$ cat config.mk
export PLATFORM = sky130hd
export DESIGN_NAME = hotcache_multi_flat
export DESIGN_NICKNAME = d
export VERILOG_FILES = /design/src/rtl/hotcache_multi_pkg.sv /design/src/rtl/hotcache_multi_if.sv /design/src/rtl/hotcache_sweep.sv /design/src/rtl/hotcache_multi.sv /design/src/flat_wrapper.sv
export SDC_FILE = /design/constraint.sdc
export NUM_CORES = 1
export LEC_CHECK = 0
export CAP_MARGIN = 40
export CORE_MARGIN = 2
export CORE_UTILIZATION = 40
export DETAILED_ROUTE_END_ITERATION = 6
export MAX_ROUTING_LAYER = met4
export PLACE_DENSITY = 0.63
export SYNTH_ARGS = -nofsm -noshare
export SYNTH_HDL_FRONTEND = slang
export SYNTH_SLANG_ARGS = --single-unit
$ cat constraint.sdc
create_clock -name clk -period 13.5 [get_ports clk]
set_clock_uncertainty 0.1 [all_clocks]
set_input_delay 3.375 -clock clk [delete_from_list [all_inputs] [get_ports clk]]
set_output_delay 3.375 -clock clk [all_outputs]
set_load 0.02 [all_outputs]
$ cat src/rtl/hotcache_multi_pkg.sv
`default_nettype none
// ============================================================================
// Module   : hotcache_multi_pkg
// Brief    : Shared types, constants and cacheability helpers for the
//            hot-line cache of index-register relative loads.
// Revision : 1.0 - initial release
// ============================================================================
package hotcache_multi_pkg;

    // Flush sequencer states
    typedef enum logic [0:0] {
        ST_IDLE  = 1'b0,
        ST_FLUSH = 1'b1
    } sweep_state_e;

    // Lines are halfword spaced within an index register window
    localparam int c_stride = 2;

    // Width of the saturating hit/miss statistics
    localparam int c_cnt_w = 16;

    // A lookup is cacheable when the register is one of the upper (cached)
    // index registers, the offset is halfword aligned and inside the window.
    function automatic logic is_cacheable(
        input logic [31:0] reg_v,
        input logic [31:0] off,
        input int          reg_w,
        input int          lines
    );
        return reg_v[reg_w-1] & ~off[0] & (off < 32'(c_stride * lines));
    endfunction

    // Flat slot number {reg index without MSB, line}; only meaningful when
    // is_cacheable() holds for the same operands.
    function automatic logic [31:0] slot_of(
        input logic [31:0] reg_v,
        input logic [31:0] off,
        input int          reg_w,
        input int          lines
    );
        logic [31:0] idx;
        idx = reg_v & ((32'd1 << (reg_w - 1)) - 32'd1);
        return (idx * 32'(lines)) + (off / 32'(c_stride));
    endfunction

endpackage
`default_nettype wire

$ cat src/rtl/hotcache_multi_if.sv
`default_nettype none
// ============================================================================
// Module   : hotcache_multi_if
// Brief    : Lookup / commit / fill / store-snoop / flush bundle of the
//            hot-line cache. master = pipeline side, slave = cache side.
// Revision : 1.0 - initial release
// ============================================================================
interface hotcache_multi_if
    import hotcache_multi_pkg::*;
#(
    parameter int DATA_W = 16,
    parameter int NREGS  = 4,
    parameter int LINES  = 8,
    parameter int OFF_W  = 16
);
    localparam int REG_W = $clog2(NREGS) + 1;

    // lookup
    logic                rd_valid;
    logic [REG_W-1:0]    rd_reg;
    logic [OFF_W-1:0]    rd_offset;
    logic [DATA_W-1:0]   rd_data;
    logic                rd_cached;
    // result bus commit
    logic                crb_commit;
    logic [REG_W-1:0]    crb_reg;
    // fill
    logic                fill_valid;
    logic                fill_ready;
    logic [REG_W-1:0]    fill_reg;
    logic [OFF_W-1:0]    fill_offset;
    logic [DATA_W-1:0]   fill_data;
    // store snoop
    logic                st_valid;
    logic [REG_W-1:0]    st_reg;
    logic [OFF_W-1:0]    st_offset;
    logic [DATA_W-1:0]   st_data;
    // flush and statistics
    logic                flush_req;
    logic                busy;
    logic [c_cnt_w-1:0]  hit_count;
    logic [c_cnt_w-1:0]  miss_count;

    modport master (
        output rd_valid, rd_reg, rd_offset,
        output crb_commit, crb_reg,
        output fill_valid, fill_reg, fill_offset, fill_data,
        output st_valid, st_reg, st_offset, st_data,
        output flush_req,
        input  rd_data, rd_cached, fill_ready, busy, hit_count, miss_count
    );

    modport slave (
        input  rd_valid, rd_reg, rd_offset,
        input  crb_commit, crb_reg,
        input  fill_valid, fill_reg, fill_offset, fill_data,
        input  st_valid, st_reg, st_offset, st_data,
        input  flush_req,
        output rd_data, rd_cached, fill_ready, busy, hit_count, miss_count
    );

endinterface
`default_nettype wire

$ cat src/rtl/hotcache_sweep.sv
`default_nettype none
// ============================================================================
// Module   : hotcache_sweep
// Brief    : Flush sequencer: IDLE/FLUSH state, data-slot sweep counter and
//            busy flag. One slot is zeroed per FLUSH cycle, slot 0 upward.
// Revision : 1.0 - initial release
// ============================================================================
module hotcache_sweep
    import hotcache_multi_pkg::*;
#(
    parameter int SLOT_W = 5
) (
    input  logic              clk,
    input  logic              a_rst,
    input  logic              i_flush_req,
    output logic              o_busy,
    output logic              o_flush_start,
    output logic [SLOT_W-1:0] o_slot
);

    localparam logic [0:0]        c_st_idle  = ST_IDLE;
    localparam logic [0:0]        c_st_flush = ST_FLUSH;
    localparam logic [SLOT_W-1:0] c_last     = '1;

    logic [0:0]        r_state;
    logic [SLOT_W-1:0] r_slot;

    // State and sweep pointer; the sweep ends after the last slot is zeroed
    always_ff @(posedge clk) begin
        if (a_rst) begin
            r_state <= c_st_idle;
            r_slot  <= '0;
        end else begin
            case (r_state)
                c_st_idle: begin
                    r_slot <= '0;
                    if (i_flush_req) begin
                        r_state <= c_st_flush;
                    end
                end
                c_st_flush: begin
                    r_slot <= r_slot + SLOT_W'(1);
                    if (r_slot == c_last) begin
                        r_state <= c_st_idle;
                    end
                end
                default: begin
                    r_state <= c_st_idle;
                    r_slot  <= '0;
                end
            endcase
        end
    end

    assign o_busy        = (r_state == c_st_flush);
    assign o_flush_start = (r_state == c_st_idle) & i_flush_req;
    assign o_slot        = r_slot;

endmodule
`default_nettype wire

$ cat src/rtl/hotcache_multi.sv
`default_nettype none
// ============================================================================
// Module   : hotcache_multi
// Brief    : Hot-line cache for index-register relative loads. Zero-latency
//            lookup, fills and store snoops share one data write port,
//            result-bus commits invalidate a whole register window, and a
//            flush sequencer clears the array one slot per cycle.
// Revision : 1.0 - initial release
// ============================================================================
module hotcache_multi
    import hotcache_multi_pkg::*;
#(
    parameter int DATA_W = 16,
    parameter int NREGS  = 4,
    parameter int LINES  = 8,
    parameter int OFF_W  = 16
) (
    input  logic            clk,
    input  logic            a_rst,
    hotcache_multi_if.slave bus
);

    localparam int REG_W  = $clog2(NREGS) + 1;
    localparam int LINE_W = $clog2(LINES);
    localparam int NSLOTS = NREGS * LINES;
    localparam int SLOT_W = $clog2(NSLOTS);

    logic [DATA_W-1:0]  r_data [NSLOTS];
    logic [NSLOTS-1:0]  r_valid;
    logic [c_cnt_w-1:0] r_hit_count;
    logic [c_cnt_w-1:0] r_miss_count;

    logic [OFF_W-1:0]   w_rd_off;
    logic [OFF_W-1:0]   w_fill_off;
    logic [OFF_W-1:0]   w_st_off;
    logic               w_rd_ok;
    logic               w_fill_ok;
    logic               w_st_hit;
    logic               w_st_ok;
    logic               w_st_evict;
    logic               w_commit;
    logic               w_rd_killed;
    logic               w_rd_cached;
    logic [SLOT_W-1:0]  w_rd_slot;
    logic [SLOT_W-1:0]  w_fill_slot;
    logic [SLOT_W-1:0]  w_st_slot;
    logic [NSLOTS-1:0]  w_commit_mask;
    logic [NSLOTS-1:0]  w_valid_next;
    logic               w_busy;
    logic               w_flush_start;
    logic [SLOT_W-1:0]  w_sweep_slot;

    hotcache_sweep #(
        .SLOT_W (SLOT_W)
    ) u_sweep (
        .clk           (clk),
        .a_rst         (a_rst),
        .i_flush_req   (bus.flush_req),
        .o_busy        (w_busy),
        .o_flush_start (w_flush_start),
        .o_slot        (w_sweep_slot)
    );

    assign w_rd_off   = bus.rd_offset;
    assign w_fill_off = bus.fill_offset;
    assign w_st_off   = bus.st_offset;

    assign w_rd_slot   = SLOT_W'(slot_of(32'(bus.rd_reg),   32'(w_rd_off),   REG_W, LINES));
    assign w_fill_slot = SLOT_W'(slot_of(32'(bus.fill_reg), 32'(w_fill_off), REG_W, LINES));
    assign w_st_slot   = SLOT_W'(slot_of(32'(bus.st_reg),   32'(w_st_off),   REG_W, LINES));

    assign w_rd_ok = is_cacheable(32'(bus.rd_reg), 32'(w_rd_off), REG_W, LINES);

    // A fill handshakes whenever the cache is not flushing, but only a
    // cacheable one touches the array.
    assign bus.fill_ready = ~w_busy;
    assign w_fill_ok = bus.fill_valid & ~w_busy &
                       is_cacheable(32'(bus.fill_reg), 32'(w_fill_off), REG_W, LINES);

    // Store snoop is write-update: only lines already valid are touched.
    assign w_st_hit = bus.st_valid & ~w_busy &
                      is_cacheable(32'(bus.st_reg), 32'(w_st_off), REG_W, LINES);
    assign w_st_ok    = w_st_hit & r_valid[w_st_slot];
    // A store that loses the write port to a fill elsewhere can no longer
    // keep its line coherent, so the line is dropped instead.
    assign w_st_evict = w_st_ok & w_fill_ok & (w_st_slot != w_fill_slot);

    assign w_commit = bus.crb_commit & ~w_busy & bus.crb_reg[REG_W-1];

    // A commit in the same cycle means the register just changed under us
    assign w_rd_killed = bus.crb_commit & (bus.crb_reg == bus.rd_reg);
    assign w_rd_cached = w_rd_ok & r_valid[w_rd_slot] & ~w_busy & ~w_rd_killed;

    assign bus.rd_cached  = w_rd_cached;
    assign bus.rd_data    = w_rd_cached ? r_data[w_rd_slot] : '0;
    assign bus.busy       = w_busy;
    assign bus.hit_count  = r_hit_count;
    assign bus.miss_count = r_miss_count;

    // Lines belonging to the register named on the commit bus
    always_comb begin
        w_commit_mask = '0;
        for (int l = 0; l < LINES; l++) begin
            w_commit_mask[{bus.crb_reg[REG_W-2:0], LINE_W'(l)}] = 1'b1;
        end
    end

    // Next valid vector: commit is applied last so it beats a fill or store
    always_comb begin
        w_valid_next = r_valid;
        if (w_st_evict) begin
            w_valid_next[w_st_slot] = 1'b0;
        end
        if (w_fill_ok) begin
            w_valid_next[w_fill_slot] = 1'b1;
        end
        if (w_commit) begin
            w_valid_next = w_valid_next & ~w_commit_mask;
        end
    end

    // Valid bits: cleared by reset and on flush entry, otherwise updated
    always_ff @(posedge clk) begin
        if (a_rst || w_flush_start) begin
            r_valid <= '0;
        end else begin
            r_valid <= w_valid_next;
        end
    end

    // Single data write port: sweep, then fill, then store
    always_ff @(posedge clk) begin
        if (w_busy) begin
            r_data[w_sweep_slot] <= '0;
        end else if (w_fill_ok) begin
            r_data[w_fill_slot] <= bus.fill_data;
        end else if (w_st_ok) begin
            r_data[w_st_slot] <= bus.st_data;
        end
    end

    // Saturating lookup statistics, frozen while flushing
    always_ff @(posedge clk) begin
        if (a_rst || w_flush_start) begin
            r_hit_count  <= '0;
            r_miss_count <= '0;
        end else if (bus.rd_valid && !w_busy) begin
            if (w_rd_cached) begin
                if (r_hit_count != '1) begin
                    r_hit_count <= r_hit_count + c_cnt_w'(1);
                end
            end else begin
                if (r_miss_count != '1) begin
                    r_miss_count <= r_miss_count + c_cnt_w'(1);
                end
            end
        end
    end

endmodule
`default_nettype wire
$ cat src/flat_wrapper.sv
// flat-port wrapper written by rule: the top's interface ports become plain ports
module hotcache_multi_flat import hotcache_multi_pkg::*;
#(
    parameter int DATA_W = 16,
    parameter int NREGS  = 4,
    parameter int LINES  = 8,
    parameter int OFF_W  = 16
)
  (clk, a_rst, bus_rd_valid, bus_rd_reg, bus_rd_offset, bus_crb_commit, bus_crb_reg, bus_fill_valid, bus_fill_reg, bus_fill_offset, bus_fill_data, bus_st_valid, bus_st_reg, bus_st_offset, bus_st_data, bus_flush_req, bus_rd_data, bus_rd_cached, bus_fill_ready, bus_busy, bus_hit_count, bus_miss_count);
  hotcache_multi_if #(.DATA_W(DATA_W), .NREGS(NREGS), .LINES(LINES), .OFF_W(OFF_W)) bus_i ();
  input  logic clk;
  input  logic a_rst;
  input wire logic [$bits(bus_i.rd_valid)-1:0] bus_rd_valid;
  input wire logic [$bits(bus_i.rd_reg)-1:0] bus_rd_reg;
  input wire logic [$bits(bus_i.rd_offset)-1:0] bus_rd_offset;
  input wire logic [$bits(bus_i.crb_commit)-1:0] bus_crb_commit;
  input wire logic [$bits(bus_i.crb_reg)-1:0] bus_crb_reg;
  input wire logic [$bits(bus_i.fill_valid)-1:0] bus_fill_valid;
  input wire logic [$bits(bus_i.fill_reg)-1:0] bus_fill_reg;
  input wire logic [$bits(bus_i.fill_offset)-1:0] bus_fill_offset;
  input wire logic [$bits(bus_i.fill_data)-1:0] bus_fill_data;
  input wire logic [$bits(bus_i.st_valid)-1:0] bus_st_valid;
  input wire logic [$bits(bus_i.st_reg)-1:0] bus_st_reg;
  input wire logic [$bits(bus_i.st_offset)-1:0] bus_st_offset;
  input wire logic [$bits(bus_i.st_data)-1:0] bus_st_data;
  input wire logic [$bits(bus_i.flush_req)-1:0] bus_flush_req;
  output wire logic [$bits(bus_i.rd_data)-1:0] bus_rd_data;
  output wire logic [$bits(bus_i.rd_cached)-1:0] bus_rd_cached;
  output wire logic [$bits(bus_i.fill_ready)-1:0] bus_fill_ready;
  output wire logic [$bits(bus_i.busy)-1:0] bus_busy;
  output wire logic [$bits(bus_i.hit_count)-1:0] bus_hit_count;
  output wire logic [$bits(bus_i.miss_count)-1:0] bus_miss_count;
  assign bus_i.rd_valid = bus_rd_valid;
  assign bus_i.rd_reg = bus_rd_reg;
  assign bus_i.rd_offset = bus_rd_offset;
  assign bus_i.crb_commit = bus_crb_commit;
  assign bus_i.crb_reg = bus_crb_reg;
  assign bus_i.fill_valid = bus_fill_valid;
  assign bus_i.fill_reg = bus_fill_reg;
  assign bus_i.fill_offset = bus_fill_offset;
  assign bus_i.fill_data = bus_fill_data;
  assign bus_i.st_valid = bus_st_valid;
  assign bus_i.st_reg = bus_st_reg;
  assign bus_i.st_offset = bus_st_offset;
  assign bus_i.st_data = bus_st_data;
  assign bus_i.flush_req = bus_flush_req;
  assign bus_rd_data = bus_i.rd_data;
  assign bus_rd_cached = bus_i.rd_cached;
  assign bus_fill_ready = bus_i.fill_ready;
  assign bus_busy = bus_i.busy;
  assign bus_hit_count = bus_i.hit_count;
  assign bus_miss_count = bus_i.miss_count;
  hotcache_multi #(.DATA_W(DATA_W), .NREGS(NREGS), .LINES(LINES), .OFF_W(OFF_W)) u_core (.clk(clk), .a_rst(a_rst), .bus(bus_i));
endmodule
# After elaboration in Yosys (flattened, before gate mapping)
# Memory sizes are Yosys's and may differ from the RTL's.
# Cells that the tools add are included.
[classes] bitwise=38 shifts=0 addsub=6 n_mul=0 eq_ne=5 magnitude_cmp=24 reduce_logical=17 muxes=47 div_mod_pow=0
[op_table] op="$mux W32" n=3
[op_table] op="$lt A5 B6 Y1 const B" n=11
[op_table] op="$and A32 B32 Y32" n=2
[op_table] op="$not A32 Y32" n=2
[op_table] op="$or A32 B32 Y32" n=2
[op_table] op="$ge A5 B1 Y1 const B" n=10
[op_table] op="$lt A16 B5 Y1 const B" n=3
[op_table] op="$mux W16" n=3
[op_table] op="$add A16 B1 Y16 const B" n=2
[op_table] op="$ne A16 B16 Y1 const B" n=2
[op_table] op="$or A32 B27 Y32" n=1
[op_table] op="$or A32 B28 Y32" n=1
[op_table] op="$or A32 B29 Y32" n=1
[op_table] op="$or A32 B30 Y32" n=1
[op_table] op="$or A32 B31 Y32" n=1
[op_table] op="$reduce_or A16 Y1" n=2
[op_table] op="$or A25 B26 Y26" n=1
[op_table] op="$mux W1" n=25
[op_table] op="$and A1 B1 Y1" n=20
[op_table] op="$demux W1 S2" n=8
[op_table] op="$add A5 B5 Y5" n=3
[op_table] op="$logic_and A1 B1 Y1" n=11
[op_table] op="$bmux W1 S5" n=2
[op_table] op="$demux W1 S5" n=2
[op_table] op="11 further kinds" n=18
[word_totals] ram_bits=512 reg_bits=70 latch_bits=0 input_bits=99 mem_bits_ro=0 mem_count=1
[mem_list] name="u_core.r_data" depth=32 word_bits=16 rd=1 rd_clocked_by_memory_dff=0 wr=1 line_no="hotcache_multi.sv:28" rtl="logic [DATA_W-1:0] r_data [NSLOTS];"

# Longest topological paths before layout
[depth] depth_word=14 depth_mapped=11 ltp_nobuf=8

# Cells and area by module
# Synthesis repeated with hierarchy kept, for this count alone.
[hier_totals] cells_unflattened=1402 hier_area_um2=24558.6
[modules_own_cells] mod="hotcache_multi" n_inst=1 cells_each=1378 area_each_um2=24313.3
[modules_own_cells] mod="hotcache_sweep" n_inst=1 cells_each=24 area_each_um2=245.2

# Worst setup path after synthesis
# No wires, ideal clock.
[synth_timing] path_kind="in2out" from="input port bus_rd_offset[4]" to="output port bus_rd_data[10]" cell_stages=10 arrival_time_ns=5.681 setup_slack_ns=4.344 required_time_ns=10.025 path_cell_list="ha_1 buf_2 mux4_2 mux4_2 nor2b_1 or3_1 clkbuf_1 buf_2 buf_2 a21oi_1"
[synth_via] elab_chain_cells=7
[synth_lines] item="from (decl)" line_no="flat_wrapper.sv:15" rtl="input wire logic [$bits(bus_i.rd_offset)-1:0] bus_rd_offset;"
[synth_lines] item="$add A5 B5 Y5" line_no="hotcache_multi_pkg.sv:43" rtl="return (idx * 32'(lines)) + (off / 32'(c_stride));"
[synth_lines] item="$bmux W1 S5" line_no="hotcache_multi.sv:92" rtl="assign w_rd_cached = w_rd_ok & r_valid[w_rd_slot] & ~w_busy & ~w_rd_killed;"
[synth_lines] item="$mux W1 (implied by the code)" line_no="hotcache_multi.sv:92"
[synth_lines] item="$and A1 B1 Y1 (3 in series)" line_no="hotcache_multi.sv:92"
[synth_lines] item="$mux W16 *" line_no="hotcache_multi.sv:95" rtl="assign bus.rd_data = w_rd_cached ? r_data[w_rd_slot] : '0;"
[synth_lines] item="to (decl)" line_no="flat_wrapper.sv:27" rtl="output wire logic [$bits(bus_i.rd_data)-1:0] bus_rd_data;"
# Every way passes the cells marked *; elsewhere a longest branch is shown, timed or not. The select of a mux whose other input is x is not followed.

# Worst setup path in the final report
[layout_timing] from="input port bus_rd_offset[5]" to="output port bus_rd_data[0]"
# Same word-level chain as after synthesis.

==> flow_summary_export.csv <==
group,metric,value,unit
synth,synth_edf_count,512,
min_path,hold_end,"u_core.bus.miss_count[10]",
min_path,hold_depth,2,
clock_network,path_clk_slew,60,ps
clock_network,clockBufferDepth,3,
setup_path,path_common_cell,"clkdlybuf4s50_1",
setup_path,r2r_slack,9820,ps
synth,synth-simple-area-share,7.15,%
clock_network,htreeDepth,2,
min_path,hp-class,"flip-flop to flip-flop",
die,ios,150,
synth,synth-compound-area-share,4.72,%
synth,synthAdderAreaFrac,0.357,%
die,die-area,63400,um^2
routing,ant_nets,0,
synth,ys.flop_type,"edfxtp_1",
setup_path,rr_endpoint,"u_core.r_data[21][2]",
synth,ys_seq_area_share,68.3,%
clock_network,cts_made_buffers,58,
synth,yosysUniqueCellTypes,66,
layout,drive_above_1_share,23.5,%
timing,slew_headroom,42.5,%
global_route,gr-total-overflow,0,
setup_path,crit_path_end_kind,"primary output",
routing,drc_errors,0,
timing,fmax,96.1,MHz
synth,synthXorXnorAreaFrac,0.861,%
setup_path,critPathTopFamily,"buffers and inverters",
die,die_y,252,um
routing,wl_per_cell,25.9,um
timing,finalCriticalPeriod,10400,ps
setup_path,start_kind,"input port",
routing,first_pass_iters,6,
timing,hold_ws,376,ps
timing,fin_crit_sh,77.1,%
layout,n_fill_cell,5021,
setup_path,crit_slowest_cell,"xnor3_2",
die,rows,90,
setup_path,required,10020,ps
routing,routed_via_density,5.88,
timing,rsz0062_at_grt,"false",
setup_path,critPathArrivalTime,6930,ps
setup_path,critical_path_buf_inv_count,4,
pwr,power_density,127,nW/um^2
clock_network,ctsResizeCount,0,
synth,async_flop_share,0,%
status,status,"finished clean",
placed_design,port_buffers,149,
setup_path,r2r_cells,9,
routing,drt-initial-drc-count,1379,
layout,n_antenna_cell,0,
clock_network,hold_buffers,0,
die,fp.coreArea,60600,um^2
clock_network,post-cts-setup-buffers,0,
synth,synth_top_family_by_area,"multiplexers",
clock_network,clk_latency,620,ps
layout,syn2layout_area_growth,20.2,%
timing,setup_viol,0,
setup_path,crit_type,"input port to primary output",
synth,yosysWarnings,0,
setup_path,cp_slowest_stage_delay,720,ps
global_route,grt_pass1_vias,14300,
placed_design,hpwl,39.3,mm
global_route,grt_first_pass_wirelength,93.5,mm
run,maxCapViolations,0,
pwr,p_leak,9.39,nW
placed_design,gp_congestion,0.880,
layout,final_net_count,1736,
routing,num_vias,14400,
synth,muxShareOfSynthArea,17.0,%
timing,tns,0,ps
setup_path,crit_fanout,18,
synth,ys_ff_latch,582,
setup_path,r2r_start,"u_core.u_sweep.o_busy",
synth,syn_area,24600,um^2
clock_network,cts_tree,"yes",
synth,avgSynthCellArea,17.3,um^2
die,die_w,252,um
routing,routed_wl,63.6,mm
layout,final_common_cell,"edfxtp_1",
layout,final_cell_mix,"512 x edfxtp_1, 175 x mux4_2, 146 x clkdlybuf4s50_1",
timing,worstMarginPinSlew,862,ps
die,initial_core_util,40.6,%
clock_network,cts_root_buffer,"clkbuf_16",
timing,finalMaxSlewViolations,0,
synth,syn-num-nets,1529,
synth,synth_cells,1423,
global_route,grt_antenna_before_repair,0,
min_path,min-delay-start,"u_core.bus.miss_count[10]",
timing,hold_violations,0,
global_route,grt_usage,20.6,%
global_route,grt_start_max_net_pins,59,
pwr,ir_drop,123,uV
setup_path,path_cells,"clkdlybuf4s50_1 > xnor3_2 > mux4_2 > nor2b_1 > or3_1 > buf_16 > buf_4 > a21oi_1 > clkdlybuf4s50_1",
clock_network,cts_sinks,582,
-- through the flow --
| stage | worst slack, ps | total power (W) | cells | utilization [%] | area [um^2] |
|---|---|---|---|---|---|
| floorplan | 4340 | 0.00212 | 1423 | - | 24600 |
| global placement | 2740 | 0.00221 | 2322 | 45.1 | 27300 |
| detailed placement | 3060 | 0.00221 | 2351 | 45.7 | 27700 |
| CTS | 3050 | 0.00378 | 2455 | 48.7 | 29500 |
| global route | 2920 | 0.00386 | 2456 | 48.8 | 29500 |
| finish | 3100 | 0.00375 | 2456 | 48.8 | 29500 |
-- layer usage --
metal	routed length, um	up-vias	global-route usage [%]
met3	4570	106	4.04
li1	-	6266	-
met2	30400	584	32.2
met4	1460	0	5.33
met5	0	-	-
met1	27200	7482	27.9
-- worst max-delay path by stage --
stage	end	slack, ps	cells after the start	start
after detailed placement	bus_rd_data[13]	3060	9	bus_rd_reg[0]
after global placement	bus_rd_cached	2740	8	bus_rd_reg[0]
after floorplan	bus_rd_data[10]	4340	10	bus_rd_offset[4]
after global routing	bus_rd_data[0]	2920	9	bus_rd_offset[5]
final	bus_rd_data[0]	3100	9	bus_rd_offset[5]
after CTS	bus_rd_data[13]	3050	8	bus_rd_offset[5]
-- registers in the layout (all words and copies together), names as in the netlist --
register	count
u_core.r_valid	32
u_core.bus.hit_count	16
u_core.r_data	512
u_core.u_sweep.o_slot	5
u_core.u_sweep.o_busy	1
u_core.bus.miss_count	16
-- Yosys cell counts (all sizes together) (4+ instances only) --
cell type	instances	area [um^2]
o21ai	34	170
nor4b	5	43.8
o31ai	11	82.6
nor4	23	156
nor2b	7	43.8
a21o	5	38.8
mux4	178	4020
xnor2	14	123
mux2i	16	160
and3	4	25.0
nor3	44	220
nand3	27	135
nand4	13	81.3
o21a	5	37.5
edfxtp	512	15400
and4	4	35.0
o41ai	4	35.0
nor2	39	146
clkbuf	58	228
a211oi	6	45.0
a31oi	14	87.6
or4	21	161
ha	7	87.6
nand2b	13	81.3
and2	4	25.0
buf	23	124
nand2	129	484
dfxtp	70	1400
a21oi	57	285
a311oi	14	123
a21boi	6	45.0
or3	7	43.8
o211ai	5	37.5
inv	12	45.0
-- cell families after synthesis --
| logic type | count (synthesis) |
|---|---|
| fa+ha+maj | 7 |
| mux | 194 |
| compound gates | 179 |
| xor+xnor | 19 |
| buf+inv | 93 |
| simple gates | 349 |
| flops | 582 |
-- worst reg2reg max path: cells and delay by family (launching register included) --
family | cells | cell delay [ps]
AO/OA/AOI/OAI | 3 | 1380
buffers and inverters | 3 | 860
AND/OR/NAND/NOR | 3 | 610
flip-flops | 1 | 380
-- where the power goes --
group	internal [W]	leakage [nW]	switching, W	total (W)
Combinational	0.000110	3.15	0.000129	0.000239
Sequential	0.00193	5.35	0.00000213	0.00194
Clock	0.000886	0.890	0.000684	0.00157
-- final cells by class --
cell class                 count  area, um^2  share of cell area, %
inverter                      12        45.0                  0.152
multi-input combinational    748        7630                   25.8
sequential                   582       16800                   56.8
clock inverter                35         352                   1.19
timing repair buffer         228        2270                   7.69
clock buffer                  69        1490                   5.05
tap                          782         978                   3.31
Power figures use the tool's default switching activity.
==> patch: new RTL, same settings <==
`DATA_W` is set to 16 in 3 places; all go to 32.
--- a/src/rtl/hotcache_multi_if.sv
+++ b/src/rtl/hotcache_multi_if.sv
@@ -8,7 +8,7 @@
 interface hotcache_multi_if
     import hotcache_multi_pkg::*;
 #(
-    parameter int DATA_W = 16,
+    parameter int DATA_W = 32,
     parameter int NREGS  = 4,
     parameter int LINES  = 8,
     parameter int OFF_W  = 16
--- a/src/rtl/hotcache_multi.sv
+++ b/src/rtl/hotcache_multi.sv
@@ -10,7 +10,7 @@
 module hotcache_multi
     import hotcache_multi_pkg::*;
 #(
-    parameter int DATA_W = 16,
+    parameter int DATA_W = 32,
     parameter int NREGS  = 4,
     parameter int LINES  = 8,
     parameter int OFF_W  = 16
--- a/src/flat_wrapper.sv
+++ b/src/flat_wrapper.sv
@@ -1,7 +1,7 @@
 // flat-port wrapper written by rule: the top's interface ports become plain ports
 module hotcache_multi_flat import hotcache_multi_pkg::*;
 #(
-    parameter int DATA_W = 16,
+    parameter int DATA_W = 32,
     parameter int NREGS  = 4,
     parameter int LINES  = 8,
     parameter int OFF_W  = 16
Interface: changed (resized bus_fill_data, bus_rd_data and bus_st_data); port bits go from 150 to 198. The function was not compared with the original's and may differ.
==> patch against the original RTL <==
Utilization is 1.0 points lower. Sequential share of layout area is 5.0 points higher. Combinational power is 70% higher. Cell area is 76% higher. Synthesized area is 79% higher. Total power is 87% higher. Sequential cell count is 512 higher. Wire length is 74% higher. Worst setup slack worse by 0.88 ns.
==> patch: results (changes against the original RTL) <==
Synth cell types=53 (-20%); worst-path fanout max=28 (+10); dpl cells=3,721 (+58%); status=finished, final reports clean; synth cell count leaders=1,024 x edfxtp_1, 334 x mux4_2, 84 x clkbuf_1, 70 x dfxtp_1, 62 x nor2_1; Worst Setup SP=bus_rd_offset[4]; Tcrit/Tclk final=0.8357 (+0.06508); Max IR drop VDD=114.9 uV (-6.8%); sw frac=0.2066 (-0.01100); share of cells above drive strength 1=0.2577 (+0.02230); vias in the first global route=23,620 (+65%); initial antenna violation count=2 (+2); register area share after synthesis=0.7313 (+0.04843); I/O Buffers=197 (+32%); Mapped Cells=2,135 (+50%); Final Wtd Congestion=0.8729 (-0.84%); CTS H-tree depth=3 (+1); Avg Vias per Cell=5.871 (-0.13%); DRT Pass-1 Iters=5 (-1); Post-synth EDFFs=1,024 (+100%); CTS Buf Count=106 (+83%); first-pass GRT wire length=160.8 mm (+72%); gr usage total=0.2022 (-0.004084); R2R setup slack=8.26 ns (-1.56 ns); fin nets=2,563 (+48%); Leak=16.62 nW (+77%); pin count of the biggest net entering global routing=132 (+120%); CP Data Arrival Time=7.81 ns (+0.88 ns); routed length per placed instance=28.25 um (+9.1%); worst-margin pin slew=0.9532 ns (+0.09091 ns); initial DRC count=2,338 (+70%); Fillers=8,851 (+76%); Post-DP Area=48,460 um^2 (+75%); asr flop ratio synth=0 (unchanged); DP Worst Slack=2.192 ns (-0.8661 ns); clock latency at the later pin of the worst-skew pair=0.67 ns (+0.05 ns); synth top area cells=edfxtp_1 70%, mux4_2 17%, dfxtp_1 3.2%, mux2i_1 1.2%, clkbuf_1 0.72%
## patch: final timing paths
check | to | depth (start not counted)
worst max-delay path | bus_rd_cached | 10
worst min-delay path | u_core.bus.miss_count[3] | 2
worst max register to register | u_core.r_data[13][7] | 8
worst min register to register | u_core.bus.miss_count[3] | 2
## patch: kinds of logic after synthesis
| kind of cell | count (synthesis) | share of synthesized area |
|---|---|---|
| XOR/XNOR | 17 | 0.004070 |
| flip-flops | 1094 | 0.7313 |
| AND/OR/NAND/NOR | 337 | 0.04218 |
| multiplexers | 396 | 0.1856 |
| adder cells (fa/ha/maj) | 7 | 0.001992 |
| buffers and inverters | 134 | 0.01218 |
| AO/OA/AOI/OAI | 150 | 0.02265 |
## patch: worst max-delay path, stage by stage
cell	delay [ns]
clkdlybuf4s50_1	0.51
ha_4	0.61
buf_12	0.29
mux4_2	0.24
mux2i_1	0.09
mux4_2	0.53
or2_2	0.57
buf_4	0.38
inv_1	0.46
clkdlybuf4s50_1	0.70
## patch: power groups by stage
stage               registers [mW]  logic (mW)  clock network, mW
floorplan                     3.73       0.265                  0
global placement              3.73       0.404                  0
detailed placement            3.73       0.411                  0
CTS                           3.66       0.413               3.00
global route                  3.66       0.431               3.13
finish                        3.66       0.407               2.95
## patch: cell type report
cell class	count	share of cell area
Multi-Input combinational cell	907	0.2211
Tap cell	1414	0.03398
Timing Repair Buffer	309	0.06061
Inverter	7	0.0005047
Clock buffer	131	0.05458
Clock inverter	63	0.01170
Sequential cell	1094	0.6175
## patch: layer usage
layer	part of all wire	track usage
met4	0.022	0.05505
met1	0.40	0.2594
met3	0.060	0.02657
met5	0	-
met2	0.52	0.3403
## patch: per-stage QoR
| step | utilization | hold WS [ns] | power (mW) |
|---|---|---|---|
| global placement | 0.4411 | 0.3591 | 4.137 |
| CTS | 0.4762 | 0.3922 | 7.077 |
| finish | 0.4776 | 0.3971 | 7.015 |
| floorplan | - | 0.3412 | 3.999 |
| detailed placement | 0.4446 | 0.3835 | 4.145 |
| global route | 0.4776 | 0.4082 | 7.221 |
